==> config.mk <==
export PLATFORM = sky130hd
export DESIGN_NAME = wb_arbiter2
export DESIGN_NICKNAME = d
export VERILOG_FILES = /design/src/rtl/wb_pkg.sv /design/src/rtl/wb_arb_rr2.sv /design/src/rtl/wb_arbiter2.sv
export SDC_FILE = /design/constraint.sdc
export NUM_CORES = 1
export LEC_CHECK = 0
export BUFFER_PORTS_ARGS = -buffer_cell sky130_fd_sc_hd__buf_2
export CAP_MARGIN = 20
export CELL_PAD_IN_SITES_DETAIL_PLACEMENT = 2
export CELL_PAD_IN_SITES_GLOBAL_PLACEMENT = 2
export CORE_MARGIN = 2
export CORE_UTILIZATION = 12
export CTS_CLUSTER_DIAMETER = 30
export DETAILED_ROUTE_END_ITERATION = 6
export GPL_TIMING_DRIVEN = 1
export PLACE_DENSITY = 0.92
export REMOVE_ABC_BUFFERS = 1
export SLEW_MARGIN = 25
export SYNTH_ARGS = -nofsm -noshare
export SYNTH_HDL_FRONTEND = slang
export SYNTH_SLANG_ARGS = --single-unit
==> constraint.sdc <==
create_clock -name clk -period 4.8 [get_ports clk]
set_input_delay 0 -clock clk [delete_from_list [all_inputs] [get_ports clk]]
set_output_delay 0 -clock clk [all_outputs]
set_load 0.05 [all_outputs]
==> src/rtl/wb_pkg.sv <==
// Shared Wishbone definitions: default bus widths, arbiter states, byte-select width helper.
`ifndef WB_SEL_W
`define WB_SEL_W(dw) ((dw) / 8)
`endif

package wb_pkg;

    localparam int WB_AW = 32;
    localparam int WB_DW = 32;

    // Outstanding-request counter; the owner is stalled while it sits at its ceiling.
    localparam int               OUTST_W   = 4;
    localparam logic [OUTST_W-1:0] OUTST_MAX = '1;

    typedef enum logic {
        ARB_IDLE = 1'b0,
        ARB_BUSY = 1'b1
    } arb_state_t;

endpackage

==> src/rtl/wb_arb_rr2.sv <==
// Two-way round-robin pick: a sole requester wins; on a tie the master that did not own the bus last wins.
module wb_arb_rr2 (
    input  logic [1:0] req,
    input  logic       rr_last,
    output logic       grant
);

    assign grant = (&req) ? ~rr_last : req[1];

endmodule

==> src/rtl/wb_arbiter2.sv <==
// Two-master pipelined Wishbone arbiter: registered round-robin grant, held for the owner's whole CYC.
// Optional slave-timeout abort is compiled in when WB_ARB_TIMEOUT_EN is defined.
module wb_arbiter2
    import wb_pkg::*;
#(
    parameter int AW      = WB_AW,
    parameter int DW      = WB_DW,
    parameter int TIMEOUT = 255
) (
    input  logic                    clk,
    input  logic                    i_reset,
    input  logic                    i_m0_cyc,
    input  logic                    i_m0_stb,
    input  logic                    i_m0_we,
    input  logic [AW-1:0]           i_m0_addr,
    input  logic [DW-1:0]           i_m0_data,
    input  logic [`WB_SEL_W(DW)-1:0] i_m0_sel,
    input  logic                    i_m1_cyc,
    input  logic                    i_m1_stb,
    input  logic                    i_m1_we,
    input  logic [AW-1:0]           i_m1_addr,
    input  logic [DW-1:0]           i_m1_data,
    input  logic [`WB_SEL_W(DW)-1:0] i_m1_sel,
    output logic                    o_m0_ack,
    output logic                    o_m0_err,
    output logic                    o_m0_stall,
    output logic [DW-1:0]           o_m0_data,
    output logic                    o_m1_ack,
    output logic                    o_m1_err,
    output logic                    o_m1_stall,
    output logic [DW-1:0]           o_m1_data,
    output logic                    o_wb_m2s_cyc,
    output logic                    o_wb_m2s_stb,
    output logic                    o_wb_m2s_we,
    output logic [AW-1:0]           o_wb_m2s_addr,
    output logic [DW-1:0]           o_wb_m2s_data,
    output logic [`WB_SEL_W(DW)-1:0] o_wb_m2s_sel,
    input  logic                    i_wb_s2m_ack,
    input  logic                    i_wb_s2m_err,
    input  logic                    i_wb_s2m_stall,
    input  logic [DW-1:0]           i_wb_s2m_data,
    output logic                    o_owner,
    output logic                    o_busy
);

    if (TIMEOUT < 1 || TIMEOUT > 255) begin : g_bad_timeout
        $error("wb_arbiter2: TIMEOUT must be in 1..255");
    end

    arb_state_t         state, state_nxt;
    logic               owner, owner_nxt;
    logic               rr_last, rr_last_nxt;
    logic [OUTST_W-1:0] outstanding, outstanding_nxt;
    logic               grant, busy, own_cyc, own_stb, own_stall;
    logic               accepted, resp, timeout_hit;

    wb_arb_rr2 u_rr (
        .req     ({i_m1_cyc, i_m0_cyc}),
        .rr_last (rr_last),
        .grant   (grant)
    );

    assign busy    = (state == ARB_BUSY);
    assign own_cyc = owner ? i_m1_cyc : i_m0_cyc;
    assign own_stb = owner ? i_m1_stb : i_m0_stb;

    // Slave side follows the owner combinationally, so a dropped CYC reaches the slave the same cycle.
    assign o_wb_m2s_cyc  = busy & own_cyc & ~timeout_hit;
    assign o_wb_m2s_stb  = busy & own_cyc & own_stb & ~timeout_hit;
    assign o_wb_m2s_we   = owner ? i_m1_we   : i_m0_we;
    assign o_wb_m2s_addr = owner ? i_m1_addr : i_m0_addr;
    assign o_wb_m2s_data = owner ? i_m1_data : i_m0_data;
    assign o_wb_m2s_sel  = owner ? i_m1_sel  : i_m0_sel;

    assign own_stall = i_wb_s2m_stall | (outstanding == OUTST_MAX);
    assign accepted  = o_wb_m2s_stb & ~own_stall;
    // Responses with nothing in flight, or after the owner let go, are dropped.
    assign resp      = o_wb_m2s_cyc & (i_wb_s2m_ack | i_wb_s2m_err) & (outstanding != '0);

    assign o_m0_stall = ~(busy & ~owner) | own_stall;
    assign o_m1_stall = ~(busy &  owner) | own_stall;
    assign o_m0_ack   = busy & ~owner & resp & i_wb_s2m_ack;
    assign o_m1_ack   = busy &  owner & resp & i_wb_s2m_ack;
    assign o_m0_err   = busy & ~owner & ((resp & i_wb_s2m_err) | timeout_hit);
    assign o_m1_err   = busy &  owner & ((resp & i_wb_s2m_err) | timeout_hit);
    assign o_m0_data  = i_wb_s2m_data;
    assign o_m1_data  = i_wb_s2m_data;

    assign o_owner = owner;
    assign o_busy  = busy;

`ifdef WB_ARB_TIMEOUT_EN
    logic [7:0] wd_cnt;
    logic       wd_run;

    assign wd_run      = busy & (outstanding != '0) & ~(i_wb_s2m_ack | i_wb_s2m_err);
    assign timeout_hit = wd_run & (wd_cnt == 8'(TIMEOUT - 1));

    always_ff @(posedge clk) begin
        if (i_reset || !wd_run || timeout_hit) wd_cnt <= '0;
        else                                   wd_cnt <= wd_cnt + 8'd1;
    end
`else
    assign timeout_hit = 1'b0;
`endif

    always_comb begin
        state_nxt       = state;
        owner_nxt       = owner;
        rr_last_nxt     = rr_last;
        outstanding_nxt = outstanding;
        case (state)
            ARB_IDLE: begin
                outstanding_nxt = '0;
                if (i_m0_cyc || i_m1_cyc) begin
                    state_nxt = ARB_BUSY;
                    owner_nxt = grant;
                end
            end
            ARB_BUSY: begin
                if (!own_cyc || timeout_hit) begin
                    state_nxt       = ARB_IDLE;
                    rr_last_nxt     = owner;
                    outstanding_nxt = '0;
                end else if (accepted && !resp) begin
                    outstanding_nxt = outstanding + OUTST_W'(1);
                end else if (resp && !accepted) begin
                    outstanding_nxt = outstanding - OUTST_W'(1);
                end
            end
            default: state_nxt = ARB_IDLE;
        endcase
    end

    always_ff @(posedge clk) begin
        if (i_reset) begin
            state       <= ARB_IDLE;
            owner       <= 1'b0;
            rr_last     <= 1'b1;
            outstanding <= '0;
        end else begin
            state       <= state_nxt;
            owner       <= owner_nxt;
            rr_last     <= rr_last_nxt;
            outstanding <= outstanding_nxt;
        end
    end

endmodule
==> impl_metrics.tcl, run 1 <==
set metrics [dict create \
    max_freq_mhz 371 \
    portBuffers 225 \
    drc 0 \
    clock_skew_ps 1.77 \
    post_cts_buffers 0 \
    reg2reg_depth 11 \
    synth_area_per_cell_sq_um 8.92 \
    grt_max_degree 59 \
    row_count 45 \
    nNetsFinal 544 \
    ios 322 \
    hold_viol 0 \
    holdPathStages 0 \
    syn2layout_area_growth_pct 50.6 \
    crit_type "reg -> reg" \
    crit_path_max_fanout 22 \
    hold_end "o_m0_data[13]" \
    async_reset_ff_share_pct 0 \
    core_sq_um 15000 \
    clk_path_buf_depth 2 \
    arrival_ps 2860 \
    p_switching_mw 0.329 \
    powerDensity_nw_per_um2 232 \
    ys_ff_latch 7 \
    die_area_sq_um 16200 \
    dpl_cell_area_sq_um 2650 \
    rsz0062_at_grt "false" \
    clk_pin_slew_ps 40 \
    numCtsBuffers 3 \
    synth_edf_count 0 \
    grt_antenna_before_repair 1 \
    ant_nets 0 \
    layout-drive-gt1-share_pct 84.2 \
    synth_area_leader_cell "mux2_2" \
    fp.dieW_um 127 \
    required_ps 4960 \
    cts_tree "yes" \
    die-height_um 127 \
    gp_congestion 0.746 \
    root_buffer "clkbuf_16" \
    min-delay-start "i_wb_s2m_data[13]" \
    min_period_over_period_pct 56.2 \
    cts-resized-gates 0 \
    slew-limit-headroom_pct 51.8 \
    wirelength_um 12400 \
    status "completed" \
    synth_top_area_share_pct 42.7 \
    worstMarginPinSlew_ps 724 \
    grt_pass1_wl_um 17000 \
    reg2reg_to "outstanding[3]" \
    rr_startpoint "o_owner" \
    final_cell_count_no_fill 548 \
    via_per_inst 4.02 \
    fin_crit_ps 2700 \
    synth_warnings 0 \
    yosysUniqueCellTypes 29 \
    combPwrFrac_pct 66.4 \
    final_max_slew_viol_count 0 \
    sw_frac_of_total_pct 51.7 \
    hold_class "in -> out" \
    vias 2203 \
    grt_usage_pct 14.5 \
    start_kind "flop" \
    ys.flop_type "dfxtp_1" \
    critPathCaptureType "flop" \
    seqPwrFrac_pct 11.0 \
    setup_viol 0 \
    placedCellCount 543 \
    p_leak_nw 1.42 \
    peakVddDrop_mv 0.106 \
    ys_seq_area_share_pct 7.70 \
    insertion_delay_ps 230 \
    grt_pass1_vias 2413 \
    ff2ff_setup_slack_ps 2100 \
    final_cell_area_sq_um 2740 \
    power.internal_mw 0.307 \
    ys_top_cells_by_area "mux2_2 (43%), buf_4 (28%), dfxtp_1 (7.7%), ha_1 (2.1%), a21oi_1 (1.7%)" \
    clockPowerShare_pct 22.6 \
    detail_route.first_pass.iterations 3 \
    drtIter0Drc 37 \
    wl_per_cell_um 22.7 \
    initial_utilization_pct 12.1 \
    fin_setup_tns_ps 0 \
    maxCapViolCount 0 \
    post-dp-hpwl_um 11200 \
    clock-sinks 7 \
    syn_area_sq_um 1820 \
    worst_hold_slack_ps 0.0551 \
    antennaDiodeCount 0 \
    grt_overflow_total 0 \
    cts_max_level 1 \
    synthCells 204 \
]
==> state kept, by name, indices dropped and copies added (netlist names) <==
register,count
outstanding,4
o_busy,1
o_owner,1
rr_last,1
==> layout by cell type, fill, tap and decap left out, types with 2 or more instances in the layout <==
cell type	Yosys	layout
buf_2	6	225
mux2_2	69	69
inv_1	6	6
nor2_1	6	6
a21oi_1	6	6
dfxtp_1	7	6
nand3_1	4	4
o21ai_0	4	4
nand2_1	3	3
and3_1	3	3
ha_1	3	3
clkbuf_16	0	3
and4_1	2	2
xor2_1	2	2
==> metal layers <==
layer / GRT usage [%] / up-vias / routed length, um
li1: - / 958 / -
met1: 17.0 / 1019 / 4880
met4: 1.55 / 6 / 117
met2: 20.6 / 208 / 5160
met3: 11.6 / 12 / 2130
met5: 8.05 / - / 142
==> synth_stat cells, drive strengths merged (2+ instances only) <==
master  instances
xor2            2
nand2           3
and3            3
a21oi           6
nand3           4
nor2b           2
ha              3
dfxtp           7
clkbuf          2
buf            73
mux2           69
nor2            6
inv             6
o21ai           4
mux2i           2
and4            2
==> per-stage QoR <==
step                      utilization, %  power, mW  setup slack (ps)
after CTS                           18.2      0.646              2080
after global routing                18.2      0.665              1900
final                               18.2      0.636              2100
after floorplan                        -      0.357               179
after global placement              17.6      0.492              2300
after detailed placement            17.6      0.496              2120
==> cells by family after synthesis <==
family	Yosys count	synth area share, %
AO/OA/AOI/OAI	16	5.64
flip-flops	7	7.70
XOR/XNOR	2	0.963
AND/OR/NAND/NOR	23	7.57
buffers and inverters	81	30.9
multiplexers	71	44.0
adder cells (fa/ha/maj)	4	3.16
==> power groups by stage <==
stage	clock, mW	combinational (mW)	sequential, mW
detailed placement	0	0.425	0.0707
global placement	0	0.421	0.0703
CTS	0.148	0.428	0.0699
global route	0.152	0.443	0.0706
floorplan	0	0.276	0.0815
finish	0.144	0.422	0.0697
==> cell type report <==
cell class	instances	area, sq um
well taps	188	235
inverters	6	22.5
fillers	1788	12300
repair buffers	227	1140
multi-input cells	116	1120
clock buffers	4	78.8
flip-flops and latches	7	144
==> critical path, cell delays in order, from the launching register on <==
cell and delay (ps):
dfxtp_4 520, mux2i_2 340, nor2b_2 90, o41a_2 140
o21ai_0 90, ha_1 240, inv_1 100, ha_1 330
a21oi_1 220, a211oi_1 120, a31oi_1 240, mux2i_1 200
==> what timing repair did <==
item | 4_1_cts | 5_1_grt
endpoints found under the setup margin | 0 | 0
hold buffers | 1 | 0
endpoints found under the hold margin | 2 | 0
==> worst max path at each step <==
stage,start,endpoint,slack [ps],cells after the start
after floorplan,o_owner,outstanding[3],180,11
after global placement,o_owner,outstanding[3],2300,11
after detailed placement,o_owner,outstanding[3],2120,11
after CTS,o_owner,outstanding[3],2080,11
after global routing,o_owner,outstanding[3],1900,11
final,o_owner,outstanding[3],2100,11
(Power assumes the default switching activity.)
==> inputs of run 2 (changes only) <==
--- a/config.mk
+++ b/config.mk
@@ -10,11 +10,11 @@
 export CELL_PAD_IN_SITES_DETAIL_PLACEMENT = 2
 export CELL_PAD_IN_SITES_GLOBAL_PLACEMENT = 2
 export CORE_MARGIN = 2
-export CORE_UTILIZATION = 12
+export CORE_UTILIZATION = 11
 export CTS_CLUSTER_DIAMETER = 30
 export DETAILED_ROUTE_END_ITERATION = 6
 export GPL_TIMING_DRIVEN = 1
-export PLACE_DENSITY = 0.92
+export PLACE_DENSITY = 0.86
 export REMOVE_ABC_BUFFERS = 1
 export SLEW_MARGIN = 25
 export SYNTH_ARGS = -nofsm -noshare
==> constraint.sdc (replaced) <==
create_clock -name clk -period 2.5 [get_ports clk]
set_input_delay 0 -clock clk [delete_from_list [all_inputs] [get_ports clk]]
set_output_delay 0 -clock clk [all_outputs]
set_load 0.05 [all_outputs]
==> impl_metrics.tcl, run 2 (same netlist as run 1, synthesis figures left out) <==
set metrics [dict create \
    hold_class "in -> out" \
    setup_viol 0 \
    grt_usage_pct 15.2 \
    ant_nets 0 \
    clk_path_buf_depth 2 \
    vias 2233 \
    fillers 1992 \
    largest_register "outstanding" \
    crit_slowest_cell "dfxtp_4" \
    portBuffers 225 \
    post-dp-hpwl_um 12800 \
    syn2layout_area_growth_pct 55.6 \
    grt_pass1_wl_um 18600 \
    die-height_um 133 \
    grt_max_degree 57 \
    powerDensity_nw_per_um2 445 \
    grt_antenna_before_repair 1 \
    peakVddDrop_mv 0.197 \
    via_per_inst 3.82 \
    dpl_cell_area_sq_um 2710 \
    drtIter0Drc 52 \
    post-route-util_pct 17.3 \
    final_cell_area_sq_um 2830 \
    fp.dieW_um 133 \
    final_max_slew_viol_count 0 \
    cts_tree "yes" \
    start_kind "flop" \
    status "completed" \
    crit_family "compound AO/OA/AOI/OAI gates" \
    largest_reg_flops 4 \
    ios 322 \
    final_cell_mix "buf_2 (225), mux2_2 (69), inv_1 (6), nor2_1 (6), dfxtp_1 (6)" \
    critPathCaptureType "flop" \
    crit_path_max_fanout 5 \
    arrival_ps 2540 \
    wl_per_cell_um 24.1 \
    clock_skew_ps 1.96 \
    maxCapViolCount 0 \
    gp_congestion 0.784 \
    min_period_over_period_pct 94.9 \
    die_area_sq_um 17600 \
    clock-sinks 7 \
    core_sq_um 16300 \
    grt_pass1_vias 2462 \
    initial_utilization_pct 11.1 \
    final_common_cell "buf_2" \
    crit_buf_inv 1 \
    fin_ws_ps 129 \
    final_cell_count_no_fill 584 \
    required_ps 2660 \
    layout-drive-gt1-share_pct 85.2 \
    p_leak_nw 1.44 \
    max_freq_mhz 422 \
    root_buffer "clkbuf_16" \
    clk_pin_slew_ps 40 \
    fin_crit_ps 2370 \
    antennaDiodeCount 0 \
    detail_route.first_pass.iterations 4 \
    grt_overflow_total 0 \
    crit_type "reg -> reg" \
    wirelength_um 14000 \
    placedCellCount 577 \
    worstMarginPinSlew_ps 657 \
    path_cells "mux2i_4, nor2b_2, o41a_2, o21ai_0, ha_2, inv_1, ha_1, a21oi_2, a211oi_2, a31oi_1, mux2i_1" \
    hold_viol 0 \
    slew-limit-headroom_pct 56.2 \
    nNetsFinal 548 \
    row_count 47 \
    numCtsBuffers 3 \
    fin_setup_tns_ps 0 \
    cts_max_level 1 \
    slowest_delay_ps 360 \
    drc 0 \
    place_ws_ps 44.7 \
    insertion_delay_ps 230 \
]
-- run 2: changes by cell type in the layout (fill, tap and decap cells not counted) --
cell / change
ha_1: -1
a211oi_1: -1
mux2i_2: -1
ha_2: +1
a21oi_2: +1
a21oi_1: -1
buf_4: +4
mux2i_4: +1
a211oi_2: +1
-- run 2: timing repair --
item                                    in CTS  in global routing
hold buffers                                 1                  0
buffers inserted                             0                  2
endpoints found under the setup margin       0                  1
endpoints found under the hold margin        2                  0
gates resized for setup                      0                  4
-- run 2: through the flow --
step	power, mW	hold slack, ps
2_1_floorplan	0.686	0
4_1_cts	1.27	0.590
5_1_grt	1.32	0.442
6_report	1.26	0.480
3_3_place_gp	0.976	0.590
3_5_place_dp	0.985	0.590
-- run 2: final timing paths --
| check | start | endpoint | slack, ps | cells after the start |
|---|---|---|---|---|
| worst max-delay path | o_owner | outstanding[3] | 130 | 11 |
| worst min-delay path | i_wb_s2m_data[19] | o_m1_data[19] | 0.5 | 0 |
| worst max register to register | o_owner | outstanding[3] | 130 | 11 |
| worst min register to register | outstanding[3] | outstanding[3] | 510 | 2 |
-- run 2: cell type report --
type	count	area (sq um)	share of cell area, %
clock buffer	4	78.8	2.79
inverter	6	22.5	0.796
multi-input combinational	116	1140	40.1
sequential	7	144	5.08
tap	220	275	9.73
timing repair buffer	231	1170	41.5
-- run 2: worst register-to-register path, delay by kind of cell, from the launching register on --
family / cells / cell delay [ps]
compound gates: 5 / 780
fa+ha+maj: 2 / 500
buf+inv: 1 / 110
flops: 1 / 360
mux: 2 / 390
simple gates: 1 / 170
-- run 2: power breakdown --
group	internal, mW	switching [mW]	leakage (nW)	total (mW)
Combinational	0.265	0.594	1.34	0.860
Sequential	0.117	0.00480	0.0578	0.122
Clock	0.213	0.0652	0.0382	0.278
-- run 2: per-layer routing --
metal | vias up | share of wire, % | GRT usage, %
met5 | - | 0.51 | 5.83
met2 | 230 | 35 | 18.5
met1 | 1029 | 42 | 18.5
li1 | 962 | - | -
met4 | 2 | 0.31 | 0.836
met3 | 10 | 22 | 15.6
==> inputs of run 3 (changes only) <==
--- a/config.mk
+++ b/config.mk
@@ -5,16 +5,17 @@
 export SDC_FILE = /design/constraint.sdc
 export NUM_CORES = 1
 export LEC_CHECK = 0
+export ABC_AREA = 1
 export BUFFER_PORTS_ARGS = -buffer_cell sky130_fd_sc_hd__buf_2
 export CAP_MARGIN = 20
 export CELL_PAD_IN_SITES_DETAIL_PLACEMENT = 2
 export CELL_PAD_IN_SITES_GLOBAL_PLACEMENT = 2
 export CORE_MARGIN = 2
-export CORE_UTILIZATION = 11
+export CORE_UTILIZATION = 10
 export CTS_CLUSTER_DIAMETER = 30
 export DETAILED_ROUTE_END_ITERATION = 6
 export GPL_TIMING_DRIVEN = 1
-export PLACE_DENSITY = 0.86
+export PLACE_DENSITY = 0.89
 export REMOVE_ABC_BUFFERS = 1
 export SLEW_MARGIN = 25
 export SYNTH_ARGS = -nofsm -noshare
==> impl_metrics.tcl, run 3 <==
set metrics [dict create \
    status "completed" \
    grt_overflow_total 0 \
    syn_area_sq_um 1880 \
    fin_crit_ps 2270 \
    drtIter0Drc 86 \
    ys_ff_latch 7 \
    portBuffers 225 \
    wirelength_um 12500 \
    grt_usage_pct 11.7 \
    post-dp-hpwl_um 10700 \
    p_leak_nw 1.80 \
    fillers 2364 \
    via_per_inst 3.88 \
    final_max_slew_viol_count 0 \
    start_kind "flop" \
    clk_path_buf_depth 2 \
    synth_edf_count 0 \
    clock_skew_ps 2.26 \
    min_period_over_period_pct 91.0 \
    placedCellCount 756 \
    ys.flop_type "dfxtp_1" \
    slew-limit-headroom_pct 47.8 \
    drc 0 \
    ys_top_cells_by_area "nand2_1 (46%), buf_4 (26%), dfxtp_1 (7.5%), inv_1 (3.4%), buf_2 (2.7%)" \
    reg2reg_depth 13 \
    layout-drive-gt1-share_pct 46.0 \
    die-height_um 141 \
    grt_pass1_vias 3071 \
    total_power_mw 1.25 \
    clk_pin_slew_ps 40 \
    ys_seq_area_share_pct 7.46 \
    initial_utilization_pct 10.1 \
    yosysUniqueCellTypes 26 \
    post-route-util_pct 15.4 \
    grt_pass1_wl_um 17700 \
    final_cell_count_no_fill 760 \
    synth_area_leader_cell "nand2_1" \
    synthCells 372 \
    antennaDiodeCount 0 \
    rsz0062_at_grt "false" \
    vias 2948 \
    critPathCaptureType "flop" \
    register_area_sq_um 141 \
    min-delay-start "i_wb_s2m_data[23]" \
    core_sq_um 18600 \
    rr_startpoint "o_owner" \
    numCtsBuffers 3 \
    worstMarginPinSlew_ps 783 \
    insertion_delay_ps 240 \
    ys_top_cells_by_count "nand2_1 (228), buf_4 (64), inv_1 (17)" \
    hold_viol 0 \
    gp_congestion 0.771 \
    worst_hold_slack_ps 0.140 \
    post_cts_buffers 0 \
    crit_type "reg -> reg" \
    final_common_cell "nand2_1" \
    holdPathStages 0 \
    crit_path_max_fanout 5 \
    detail_route.first_pass.iterations 4 \
    die_area_sq_um 19900 \
    row_count 50 \
    synth_area_per_cell_sq_um 5.05 \
    place_ws_ps 206 \
    max_freq_mhz 440 \
    hold_class "in -> out" \
    arrival_ps 2400 \
    peakVddDrop_mv 0.250 \
    required_ps 2630 \
    ios 322 \
    final_cell_mix "nand2_1 (228), buf_2 (225), inv_1 (17)" \
    yosysMostFrequentCell "nand2_1" \
    synth_top_area_share_pct 45.5 \
    powerDensity_nw_per_um2 435 \
    fin_ws_ps 226 \
    clock-sinks 7 \
    syn2layout_area_growth_pct 52.5 \
    multi_input_area_sq_um 1120 \
    cp-startpoint "o_owner" \
    maxCapViolCount 0 \
    setup_viol 0 \
    grt_antenna_before_repair 0 \
    largest_reg_flops 4 \
    cts_max_level 1 \
    async_reset_ff_share_pct 0 \
    synth_warnings 0 \
    root_buffer "clkbuf_16" \
    ant_nets 0 \
    wl_per_cell_um 16.5 \
    cts_tree "yes" \
    fp.dieW_um 141 \
    largest_register "outstanding" \
    nNetsFinal 710 \
    grt_max_degree 70 \
]
-- run 3: cell types whose count changed in the layout (fill, tap and decap cells not counted), sizes merged, moves of 3 or more --
cell   previous run  this run
inv               6        20
mux2             69         0
and3              3         0
nor3              0         5
nand3             4         7
nand2             3       229
-- run 3: path summary, 6_finish.rpt --
path / endpoint / slack, ps
max: outstanding[3] / 230
min: o_m1_data[23] / 0.1
max reg2reg: outstanding[3] / 230
min reg2reg: outstanding[0] / 510
-- run 3: logic make-up after synthesis --
group	after synthesis	synth area share (%)
fa+ha+maj	4	3.06
buf+inv	100	33.4
xor+xnor	1	0.466
mux	1	0.533
simple gates	248	51.7
compound gates	11	3.40
flops	7	7.46
-- run 3: area by class of cell --
type / count / area share [%]
Clock buffer: 4 / 2.75
Tap cell: 234 / 10.2
Multi-Input combinational cell: 265 / 39.0
Sequential cell: 7 / 4.93
Timing Repair Buffer: 229 / 40.3
Inverter: 21 / 2.75
-- run 3: worst max-delay path, stage by stage, from the launching register on --
cell and delay, ps:
dfxtp_2 370, nand2_1 140, nand3_4 140, inv_2 60, o21ai_4 80, o21bai_1 150, ha_1 240, inv_1 100
ha_1 310, or2_2 290, nand2_1 80, nand2_1 50, nand3_1 80, a21oi_1 60
-- run 3: what timing repair did --
action,CTS,global route
setup endpoints to repair,0,1
resized for setup,0,1
hold endpoints to repair,0,0
hold buffers,0,0
-- run 3: metrics by stage --
| stage | setup TNS, ps | area (sq um) |
|---|---|---|
| after global routing | 0 | 2870 |
| after detailed placement | 0 | 2780 |
| final | 0 | 2870 |
| after global placement | 0 | 2780 |
| after CTS | 0 | 2860 |
| after floorplan | -67910 | 1330 |
-- run 3: report_power, final --
| part | total, mW | switching, mW | internal [mW] | leakage (nW) |
|---|---|---|---|---|
| sequential | 0.122 | 0.00478 | 0.117 | 0.0575 |
| clock | 0.290 | 0.0759 | 0.214 | 0.0382 |
| combinational | 0.835 | 0.620 | 0.215 | 1.71 |
-- run 3: routing by layer --
layer  global-route usage [%]  wire [um]  up-vias
met5                     4.26         80        -
met4                     1.53         75        2
met3                     8.25       2050        8
met2                     18.2       5480      213
met1                     13.2       4820     1369
li1                         -          -     1356
